--- src/rtl/ip_sram_ctrl_pkg.sv ---
`default_nettype none
// ============================================================================
//  Module      : ip_sram_ctrl_pkg
//  Description : Shared types and constants for the megarom SRAM controller:
//                FSM state encoding, access-length limits, request record and
//                a helper that folds the access length into its legal range.
//  Revision    : 1.0 - initial release
// ============================================================================
package ip_sram_ctrl_pkg;

    localparam int c_ADDR_W   = 22;
    localparam int c_DATA_W   = 8;
    localparam int c_CNT_W    = 4;

    // Legal range of strobe-active access cycles.
    localparam int c_WAIT_MIN = 1;
    localparam int c_WAIT_MAX = 15;

    // Controller FSM encoding.
    localparam logic [1:0] c_ST_IDLE   = 2'd0;
    localparam logic [1:0] c_ST_SETUP  = 2'd1;
    localparam logic [1:0] c_ST_ACCESS = 2'd2;
    localparam logic [1:0] c_ST_HOLD   = 2'd3;

    // One captured mapper request.
    typedef struct packed {
        logic                is_write;
        logic [c_ADDR_W-1:0] addr;
        logic [c_DATA_W-1:0] wdata;
    } sram_req_t;

    // Out-of-range access lengths are pulled back to the nearest legal value
    // so the down-counter can never wrap or underflow.
    function automatic int clamp_wait(input int w);
        if (w < c_WAIT_MIN) begin
            return c_WAIT_MIN;
        end
        if (w > c_WAIT_MAX) begin
            return c_WAIT_MAX;
        end
        return w;
    endfunction

endpackage
`default_nettype wire

--- src/rtl/ip_sram_ctrl.sv ---
`default_nettype none
// ============================================================================
//  Module      : ip_sram_ctrl
//  Description : Asynchronous SRAM controller for the megarom mapper. Turns
//                rising edges of the rd/wr request levels into SETUP / ACCESS /
//                HOLD bus cycles, with a one-entry pending slot for requests
//                that arrive while a cycle is in progress.
//  Revision    : 1.0 - initial release
//
//  Ports
//    clk, reset          : clock, asynchronous active-high reset
//    rd, wr              : request levels (both rising together = write)
//    address, wdata      : request byte address and write data
//    busy                : controller occupied (FSM active or slot full)
//    rdata, rdata_en     : read data (held) and one-cycle completion strobe
//    overrun             : sticky, a request was dropped
//    sram_addr, sram_dq_o, sram_dq_oe, sram_dq_i : external SRAM bus
//    sram_ce_n, sram_oe_n, sram_we_n             : active-low SRAM strobes
// ============================================================================
module ip_sram_ctrl
    import ip_sram_ctrl_pkg::*;
#(
    parameter int WAIT_CYCLES = 2
) (
    input  logic                clk,
    input  logic                reset,
    input  logic                rd,
    input  logic                wr,
    input  logic [c_ADDR_W-1:0] address,
    input  logic [c_DATA_W-1:0] wdata,
    output logic                busy,
    output logic [c_DATA_W-1:0] rdata,
    output logic                rdata_en,
    output logic                overrun,
    output logic [c_ADDR_W-1:0] sram_addr,
    output logic [c_DATA_W-1:0] sram_dq_o,
    output logic                sram_dq_oe,
    input  logic [c_DATA_W-1:0] sram_dq_i,
    output logic                sram_ce_n,
    output logic                sram_oe_n,
    output logic                sram_we_n
);

    localparam int               c_WAIT_EFF  = clamp_wait(WAIT_CYCLES);
    localparam logic [c_CNT_W-1:0] c_WAIT_LOAD = c_CNT_W'(c_WAIT_EFF - 1);

    // ------------------------------------------------------------------------
    // State
    // ------------------------------------------------------------------------
    logic [1:0]          r_state;
    logic [c_CNT_W-1:0]  r_cnt;
    sram_req_t           r_cur;
    sram_req_t           r_pend;
    logic                r_pend_vld;
    logic                r_req_prev;
    logic [c_DATA_W-1:0] r_rdata;
    logic                r_rdata_en;
    logic                r_overrun;
    logic                r_busy;
    logic                r_ce_n;
    logic                r_oe_n;
    logic                r_we_n;
    logic                r_dq_oe;

    // ------------------------------------------------------------------------
    // Request edge detection and capture
    // ------------------------------------------------------------------------
    logic      w_req_lvl;
    logic      w_det;
    sram_req_t w_new;

    assign w_req_lvl = rd | wr;
    assign w_det     = w_req_lvl & ~r_req_prev;
    // A simultaneous rd+wr rise becomes a write: the type is simply wr.
    assign w_new     = '{is_write: wr, addr: address, wdata: wdata};

    // ------------------------------------------------------------------------
    // Next-state logic
    // ------------------------------------------------------------------------
    logic [1:0]         w_state_nxt;
    logic [c_CNT_W-1:0] w_cnt_nxt;
    sram_req_t          w_cur_nxt;
    sram_req_t          w_pend_nxt;
    logic               w_pend_vld_nxt;
    logic               w_ovr_nxt;
    logic               w_sample;
    logic               w_in_cycle;

    assign w_in_cycle = (r_state == c_ST_SETUP) || (r_state == c_ST_ACCESS);

    always_comb begin
        w_state_nxt    = r_state;
        w_cnt_nxt      = r_cnt;
        w_cur_nxt      = r_cur;
        w_pend_nxt     = r_pend;
        w_pend_vld_nxt = r_pend_vld;
        w_ovr_nxt      = r_overrun;
        w_sample       = 1'b0;

        case (r_state)
            c_ST_IDLE: begin
                if (w_det) begin
                    w_cur_nxt   = w_new;
                    w_state_nxt = c_ST_SETUP;
                end
            end
            c_ST_SETUP: begin
                w_state_nxt = c_ST_ACCESS;
                w_cnt_nxt   = c_WAIT_LOAD;
            end
            c_ST_ACCESS: begin
                if (r_cnt == '0) begin
                    w_state_nxt = c_ST_HOLD;
                    w_sample    = ~r_cur.is_write;
                end else begin
                    w_cnt_nxt = r_cnt - 1'b1;
                end
            end
            c_ST_HOLD: begin
                if (r_pend_vld) begin
                    // Consume the slot; a request arriving on this same edge
                    // refills it instead of being dropped.
                    w_cur_nxt   = r_pend;
                    w_state_nxt = c_ST_SETUP;
                    if (w_det) begin
                        w_pend_nxt = w_new;
                    end else begin
                        w_pend_vld_nxt = 1'b0;
                    end
                end else if (w_det) begin
                    // Empty slot: chain the new request straight into SETUP
                    // rather than parking it in the slot while going IDLE.
                    w_cur_nxt   = w_new;
                    w_state_nxt = c_ST_SETUP;
                end else begin
                    w_state_nxt = c_ST_IDLE;
                end
            end
            default: begin
                w_state_nxt = c_ST_IDLE;
            end
        endcase

        if (w_det && w_in_cycle) begin
            if (!r_pend_vld) begin
                w_pend_nxt     = w_new;
                w_pend_vld_nxt = 1'b1;
            end else begin
                w_ovr_nxt = 1'b1;
            end
        end
    end

    // ------------------------------------------------------------------------
    // Registers. Bus strobes, busy and rdata_en are registered from the next
    // state so the SRAM pins are glitch-free and drop inactive on reset.
    // ------------------------------------------------------------------------
    always_ff @(posedge clk or posedge reset) begin
        if (reset) begin
            r_state    <= c_ST_IDLE;
            r_cnt      <= '0;
            r_cur      <= '0;
            r_pend     <= '0;
            r_pend_vld <= 1'b0;
            // The edge register resets to "level already seen", so a request
            // held high across reset release is ignored until it re-rises.
            r_req_prev <= 1'b1;
            r_rdata    <= '0;
            r_rdata_en <= 1'b0;
            r_overrun  <= 1'b0;
            r_busy     <= 1'b0;
            r_ce_n     <= 1'b1;
            r_oe_n     <= 1'b1;
            r_we_n     <= 1'b1;
            r_dq_oe    <= 1'b0;
        end else begin
            r_state    <= w_state_nxt;
            r_cnt      <= w_cnt_nxt;
            r_cur      <= w_cur_nxt;
            r_pend     <= w_pend_nxt;
            r_pend_vld <= w_pend_vld_nxt;
            r_req_prev <= w_req_lvl;
            r_overrun  <= w_ovr_nxt;
            if (w_sample) begin
                r_rdata <= sram_dq_i;
            end
            r_rdata_en <= (w_state_nxt == c_ST_HOLD) && !w_cur_nxt.is_write;
            r_busy     <= (w_state_nxt != c_ST_IDLE) || w_pend_vld_nxt;
            r_ce_n     <= (w_state_nxt == c_ST_IDLE);
            r_oe_n     <= !((w_state_nxt == c_ST_ACCESS) && !w_cur_nxt.is_write);
            r_we_n     <= !((w_state_nxt == c_ST_ACCESS) && w_cur_nxt.is_write);
            // Only writes drive the bus, so it is never driven while oe_n is low.
            r_dq_oe    <= (w_state_nxt != c_ST_IDLE) && w_cur_nxt.is_write;
        end
    end

    assign busy       = r_busy;
    assign rdata      = r_rdata;
    assign rdata_en   = r_rdata_en;
    assign overrun    = r_overrun;
    assign sram_addr  = r_cur.addr;
    assign sram_dq_o  = r_cur.wdata;
    assign sram_dq_oe = r_dq_oe;
    assign sram_ce_n  = r_ce_n;
    assign sram_oe_n  = r_oe_n;
    assign sram_we_n  = r_we_n;

endmodule
`default_nettype wire
--- config.mk ---
export PLATFORM = sky130hd
export DESIGN_NAME = ip_sram_ctrl
export DESIGN_NICKNAME = d
export VERILOG_FILES = /design/src/rtl/ip_sram_ctrl_pkg.sv /design/src/rtl/ip_sram_ctrl.sv
export SDC_FILE = /design/constraint.sdc
export NUM_CORES = 1
export LEC_CHECK = 0
export BUFFER_PORTS_ARGS = -buffer_cell sky130_fd_sc_hd__buf_2
export CAP_MARGIN = 15
export CORE_MARGIN = 5
export CORE_UTILIZATION = 48
export DETAILED_ROUTE_END_ITERATION = 8
export GPL_ROUTABILITY_DRIVEN = 0
export PLACE_DENSITY_LB_ADDON = 0.05
export SETUP_SLACK_MARGIN = 0.02
export SLEW_MARGIN = 20
export SYNTH_ARGS = -nofsm -noshare
export SYNTH_HDL_FRONTEND = slang
export SYNTH_SLANG_ARGS = --single-unit
--- constraint.sdc ---
create_clock -name clk -period 2.94 [get_ports clk]
set_input_delay 0.588 -clock clk [delete_from_list [all_inputs] [get_ports clk]]
set_output_delay 0.588 -clock clk [all_outputs]
set_load 0.1 [all_outputs]
---- Word-level counts from Yosys, hierarchy flattened ----
Index checks and enable logic that the tools add are counted.
storage, ports and cells
  input bits .............................. 42
  output and inout port bits .............. 45
  word-level logic and storage cells ...... 69
  register bits after elaboration ......... 85
cells by class
  reduce and logical (&&, ||, !) cells .... 18
  bitwise logic cells ..................... 4
  equality and inequality tests ........... 6
  add/sub/neg operators ................... 1
  mux-type cells .......................... 22
operator list
  kind                 count
  $mux 31              7
  $pmux 31 s2          1
  $mux 1               9
  $eq 2x2->1 const B   4
  $pmux 2 s4           1
  $pmux 4 s2           1
  $reduce_bool 2->1    3
  $logic_and 1x1->1    5
  $logic_not 2->1      2
  $logic_not 4->1      1
  $mux 2               2
  $mux 4               1
  $reduce_and 2->1     2
  $sub 4x1->4 const B  1
  $logic_not 1->1      3
  $eq 2x1->1 const B   1
  $logic_or 1x1->1     2
  $ne 2x2->1 const B   1
  $not 1->1            2
  $and 1x1->1          1
  $or 1x1->1           1

---- Logic depth before layout (Yosys ltp) ----
Gate-level depths: netlist of the first run.
  depth in word-level cells ............... 8
  gate-level depth with buffers ........... 7
  depth with buffers taken out ............ 6

---- Worst setup path before layout of the first run ----
OpenSTA, ideal clock, no wires.
  kind .................................... register to register
  start point ............................. register r_state[0]
  end point ............................... register r_pend[0] (netlist bit)
  library setup time ...................... 0.125 ns
  path slack .............................. 1.050 ns
  stages on the path, launching flop included .. 8
  data required time ...................... 2.815 ns
  arrival ................................. 1.765 ns
  path buffers ............................ 2
  clock period less this slack ............ 1.890 ns
  cells stage by stage .................... dfrtp_1 inv_1 ha_1 clkbuf_1 a21oi_1 nor2_1 buf_4 mux2_2
RTL lines
  what                    line                 RTL
  from (decl)             ip_sram_ctrl.sv:50   logic [1:0] r_state;
  from (signal assigned)  ip_sram_ctrl.sv:160  r_state <= c_ST_IDLE;
  from (signal assigned)  ip_sram_ctrl.sv:177  r_state <= w_state_nxt;
  to (signal assigned)    ip_sram_ctrl.sv:180  r_pend <= w_pend_nxt;
  to (decl)               ip_sram_ctrl.sv:53   sram_req_t r_pend;

---- Final worst setup path of the first run ----
  start point ............................. register r_state[0]
  end point ............................... register r_cur, in the netlist sram_addr[9]
between the ends
  cells in the longest elaborated chain, start to end .. 2
  elaborated cells on any way between the ends .. 4
  those cells by class .................... 1 x eq/ne; 1 x mux; 2 x reduce/logical
ends and longest elaborated chain
  what                                              line                 RTL
  $eq 2x2->1 or $logic_not 2->1 (tied branches)     ip_sram_ctrl.sv:100  case (r_state)
  $pmux 31 s2 or $reduce_bool 2->1 (tied branches)  --
  to (signal assigned)                              ip_sram_ctrl.sv:179  r_cur <= w_cur_nxt;
  to (decl)                                         ip_sram_ctrl.sv:52   sram_req_t r_cur;
Parallel ways exist; a longest one is shown, timed or not.
A chain may end at the register's enable or synchronous reset.

==> flow_metrics.py, run 1 <==
metrics = {
    "run_status": {
        "status": "complete, no violations",
    },
    "cts": {
        "root_buffer": "clkbuf_8",
        "clock-sinks": 85,
        "cts_hold_buffers": 0,
        "cts_made_buffers": 9,
        "ctsResizeCount": 0,
        "cts_tree": "done",
        "clk_pin_slew_worst_paths_ns": 0.08,
        "clk_path_buf_depth": 2,
        "clk_latency_ns": 0.34,
        "cts_max_level": 3,
        "cts_setup_buffers": 0,
    },
    "die": {
        "pin_count": 87,
        "start_util_pct": 49.4,
        "die-area_um2": 9840,
        "core_um2": 7730,
        "placementRows": 32,
        "die_h_um": 99.2,
        "die_w_um": 99.2,
    },
    "critical_path": {
        "critPathLaunchType": "flip-flop",
        "r2r_setup_slack_ns": 0.71,
        "crit_chain": "ha_1, nor2b_1, nor2_1, o21ai_2, buf_4, o2bb2ai_1",
        "crit_fanout": 16,
        "worst_ep_required_time_ns": 3.21,
        "r2r_end": "sram_addr[9]",
        "path_buf_inv": 1,
        "reg2regPathDepth": 6,
        "cpMaxStageDelayCell": "o21ai_2",
        "timing.rr.start": "r_state[0]",
        "critPathTopFamily": "compound AO/OA/AOI/OAI gates",
        "worstSetupPathType": "reg -> reg",
        "cp_data_arrival_time_ns": 2.50,
        "endpoint_kind": "flip-flop",
        "slowest_delay_ns": 0.63,
    },
    "sta": {
        "setup_viol": 0,
        "period_share_pct": 75.8,
        "tightest_slew_ns": 0.933,
        "period_minus_slack_ns": 2.23,
        "rsz0062_at_grt": "no",
        "drv_slew": 0,
        "setup_tns_ns": 0,
        "hold_viol": 0,
        "slew_headroom_pct": 37.7,
        "fmax_ghz": 0.449,
        "fin_skew_ns": 0.00877,
    },
    "routing": {
        "post_drt_wl_per_cell_um": 16.6,
        "drt-met1-wl_um": 3530,
        "highest_layer": "met4",
        "vias": 2491,
        "firstDrtPassIters": 4,
        "routed_wl_um": 7640,
        "viasPerCell": 5.40,
        "met3_length_um": 458,
        "drt_first_iter_violations": 120,
        "drc": 0,
        "wl_met2_um": 3560,
        "ant_nets": 0,
    },
    "grt": {
        "grt_pass1_vias": 2622,
        "grt_max_degree": 52,
        "grt_pass1_wl_um": 13000,
        "track_usage_pct": 16.5,
        "antenna_found_initial": 0,
        "gr-total-overflow": 0,
    },
    "yosys": {
        "ys_seq_elements": 85,
        "synth_area_um2": 3820,
        "ys_async_sr_fraction_pct": 100,
        "synth_warnings": 0,
        "synth_nets": 345,
        "synth-edff-count": 0,
        "synth-main-ff-cell": "dfrtp_1",
        "yosysSeqAreaShare_pct": 55.9,
        "synth_cell_types": 40,
        "synth.avg_cell_area_um2": 12.9,
        "syn_inst": 297,
    },
    "finish": {
        "diodes": 0,
        "nets": 402,
        "drive_above_1_share_pct": 44.6,
        "layout_common_cells": "86 x buf_2, 81 x dfrtp_1, 38 x mux2_2",
        "layout_commonest_cell": "buf_2",
        "synthToLayoutAreaGrowth_pct": 13.6,
    },
    "place": {
        "dpl.hpwl_um": 5170,
        "portBuffers": 86,
    },
    "worst_hold_path": {
        "hp-class": "in -> async",
    },
    "job": {
        "drv_cap": 0,
    },
}
==> cells in the mapped netlist (all sizes together) (2+ instances only) <==
cell type / n / area share, %
o21bai: 2 / 0.39
o2bb2ai: 30 / 6.9
clkbuf: 12 / 1.2
nor3: 2 / 0.26
and2: 2 / 0.36
inv: 9 / 0.88
mux2i: 2 / 0.52
buf: 36 / 6.9
o21a: 2 / 0.39
mux2: 39 / 12
nand2: 6 / 0.59
dfrtp: 81 / 53
a21oi: 5 / 0.66
nor2: 4 / 0.39
a221oi: 2 / 0.79
dfstp: 4 / 2.8
o21ai: 3 / 0.39
ha: 6 / 2.0
a22oi: 30 / 5.9
nand3: 3 / 0.39
==> area by class of cell <==
cell class,instances,area [µm²]
Clock buffer,12,145
Clock inverter,4,50.0
Fill cell,684,3390
Inverter,9,35.0
Multi-Input combinational cell,155,1360
Sequential cell,85,2130
Tap cell,102,128
Timing Repair Buffer,94,490
==> registers in the layout, summed over array words and instances (netlist names) <==
signal,cells
r_pend,31
sram_we_n,1
sram_addr,22
r_cnt,4
rdata,8
r_cur,1
sram_dq_oe,1
r_pend_vld,1
busy,1
rdata_en,1
sram_ce_n,1
sram_oe_n,1
overrun,1
r_req_prev,1
sram_dq_o,8
r_state,2
==> worst max-delay path by stage <==
stage	slack, ns	depth (start not counted)	start	end
after floorplan	0.17	1	reset	busy
after global placement	0.73	5	wr	sram_addr[7]
after detailed placement	0.72	5	r_state[0]	r_pend[24]
after CTS	0.72	5	r_state[0]	r_pend[24]
after global routing	0.55	6	r_state[0]	sram_addr[5]
final	0.71	6	r_state[0]	sram_addr[9]
==> per-stage QoR <==
stage / instances / util [%] / hold slack [ns] / instance area, µm² / setup slack [ns]
global route: 461 / 56.1 / 0.440 / 4340 / 0.549
finish: 461 / 56.1 / 0.372 / 4340 / 0.712
floorplan: 297 / - / 0.427 / 3820 / 0.165
global placement: 445 / 53.6 / 0.468 / 4140 / 0.733
CTS: 461 / 56.1 / 0.406 / 4340 / 0.718
detailed placement: 445 / 53.6 / 0.468 / 4140 / 0.722
==> cells by family after synthesis <==
group	after synthesis	synth area share, %
AO/OA/AOI/OAI	83	17.6
XOR/XNOR	1	0.229
adder cells (fa/ha/maj)	6	1.97
buffers and inverters	57	8.95
flip-flops	85	55.9
multiplexers	41	12.0
AND/OR/NAND/NOR	24	3.38
==> layer usage <==
layer / global-route usage [%] / vias up
met3: 4.42 / 10
met4: 5.99 / 0
met5: 0 / -
met2: 24.8 / 75
li1: - / 1170
met1: 22.9 / 1236
Power of run 1 is not shown: default switching activity piles up to over one toggle a cycle in this logic, so the estimate is an artifact.
==> inputs of run 2 (changes only) <==
clock period = 1.86 ns   (was 2.94 ns; I/O delays follow)
==> run 2 against run 1 <==
Against the previous run: die area unchanged; wire length is 6.0% higher; sequential share of layout area down 2.2 points; critical path type unchanged.
==> flow_metrics.py, run 2 (synthesized netlist as in run 1, its figures left out) <==
metrics = {
    "finish": {
        "synthToLayoutAreaGrowth_pct": 18.9,
        "layout_commonest_cell": "buf_2",
        "largest_reg_flops": 31,
        "top_register": "r_pend",
        "layout_common_cells": "86 x buf_2, 81 x dfrtp_1, 38 x mux2_2",
        "nets": 417,
        "diodes": 0,
        "drive_above_1_share_pct": 48.1,
    },
    "critical_path": {
        "slowest_delay_ns": 0.40,
        "endpoint_kind": "flip-flop",
        "cp_data_arrival_time_ns": 2.10,
        "worstSetupPathType": "reg -> reg",
        "cpMaxStageDelayCell": "or3b_4",
        "worst_ep_required_time_ns": 2.12,
        "crit_fanout": 7,
        "critPathLaunchType": "flip-flop",
        "crit_chain": "inv_2, ha_4, or3b_4, a221oi_4, o32ai_4, a221oi_2",
    },
    "sta": {
        "hold_viol": 0,
        "fmax_ghz": 0.544,
        "fin_skew_ns": 0.00840,
        "drv_slew": 0,
        "tightest_slew_ns": 0.582,
        "rsz0062_at_grt": "yes",
        "period_minus_slack_ns": 1.84,
        "setup_viol": 0,
        "slew_headroom_pct": 61.1,
        "period_share_pct": 98.8,
        "holdWs_ns": 0.0787,
    },
    "grt": {
        "track_usage_pct": 17.5,
        "gr-total-overflow": 0,
        "grt_max_degree": 35,
        "grt_pass1_vias": 2730,
        "grt_pass1_wl_um": 13700,
        "antenna_found_initial": 0,
    },
    "cts": {
        "clk_pin_slew_worst_paths_ns": 0.08,
        "root_buffer": "clkbuf_8",
        "clk_latency_ns": 0.35,
        "cts_made_buffers": 9,
        "cts_max_level": 3,
        "clock-sinks": 85,
        "cts_tree": "done",
        "cts_hold_buffers": 0,
        "clk_path_buf_depth": 2,
    },
    "job": {
        "drv_cap": 0,
    },
    "die": {
        "die-area_um2": 9840,
        "die_h_um": 99.2,
        "start_util_pct": 49.4,
        "pin_count": 87,
        "core_um2": 7730,
        "die_w_um": 99.2,
        "placementRows": 32,
    },
    "routing": {
        "drt_first_iter_violations": 97,
        "ant_nets": 0,
        "drc": 0,
        "vias": 2555,
        "viasPerCell": 5.37,
        "post_drt_wl_per_cell_um": 17.0,
        "firstDrtPassIters": 4,
        "routed_wl_um": 8090,
    },
    "worst_hold_path": {
        "hp-class": "in -> async",
    },
    "place": {
        "dpl.hpwl_um": 5170,
        "portBuffers": 86,
    },
    "run_status": {
        "status": "complete, no violations",
    },
}
-- run 2: cell type report --
type | count | area (µm²)
clock buffer | 12 | 135
inverter | 9 | 37.5
timing repair buffer | 109 | 687
sequential | 85 | 2130
tap | 102 | 128
fill | 676 | 3190
multi-input combinational | 155 | 1400
clock inverter | 4 | 25.0
-- run 2: metal layers --
layer,vias up,track usage [%],routed length (µm)
met3,10,3.93,430
li1,1208,-,-
met5,-,0,0
met2,59,26.8,3810
met4,0,7.56,120
met1,1278,24.1,3740
-- run 2: stage by stage --
step	instances	setup WS, ns	area (µm²)	utilization [%]	TNS [ns]
floorplan	297	0.0528	3820	-	0
global placement	451	0.0416	4250	55.0	0
detailed placement	451	-0.0428	4250	55.0	-0.0428
CTS	470	0.0212	4470	57.8	0
global route	476	-0.0705	4540	58.8	-0.147
finish	476	0.0223	4540	58.8	0
-- run 2: final timing paths --
kind                                   start      endpoint  slack (ns)  depth (start not counted)
max in group asynchronous              reset     sram_we_n        1.19                          3
worst max-delay path                r_cnt[1]    sram_dq_oe        0.02                          6
worst min register to register  sram_dq_o[1]  sram_dq_o[1]        0.49                          1
worst min-delay path                   reset      rdata_en        0.08                          2
worst max register to register      r_cnt[1]    sram_dq_oe        0.02                          6
min in group clk                          rd    r_req_prev        0.24                          2
-- run 2: worst max-delay path, delay by kind of cell, from the launching register on --
kind / cells / cell delay, ns
AO/OA/AOI/OAI: 3 / 0.73
AND/OR/NAND/NOR: 1 / 0.40
flip-flops: 1 / 0.39
adder cells (fa/ha/maj): 1 / 0.14
buffers and inverters: 1 / 0.10
-- run 2: what timing repair did --
item                       4_1_cts  5_1_grt
setup buffers                    3        5
gates cloned                     0        1
resized for setup                7        4
pin swaps                        3        4
setup endpoints to repair        1       38
Power of run 2 is left out for the same reason.
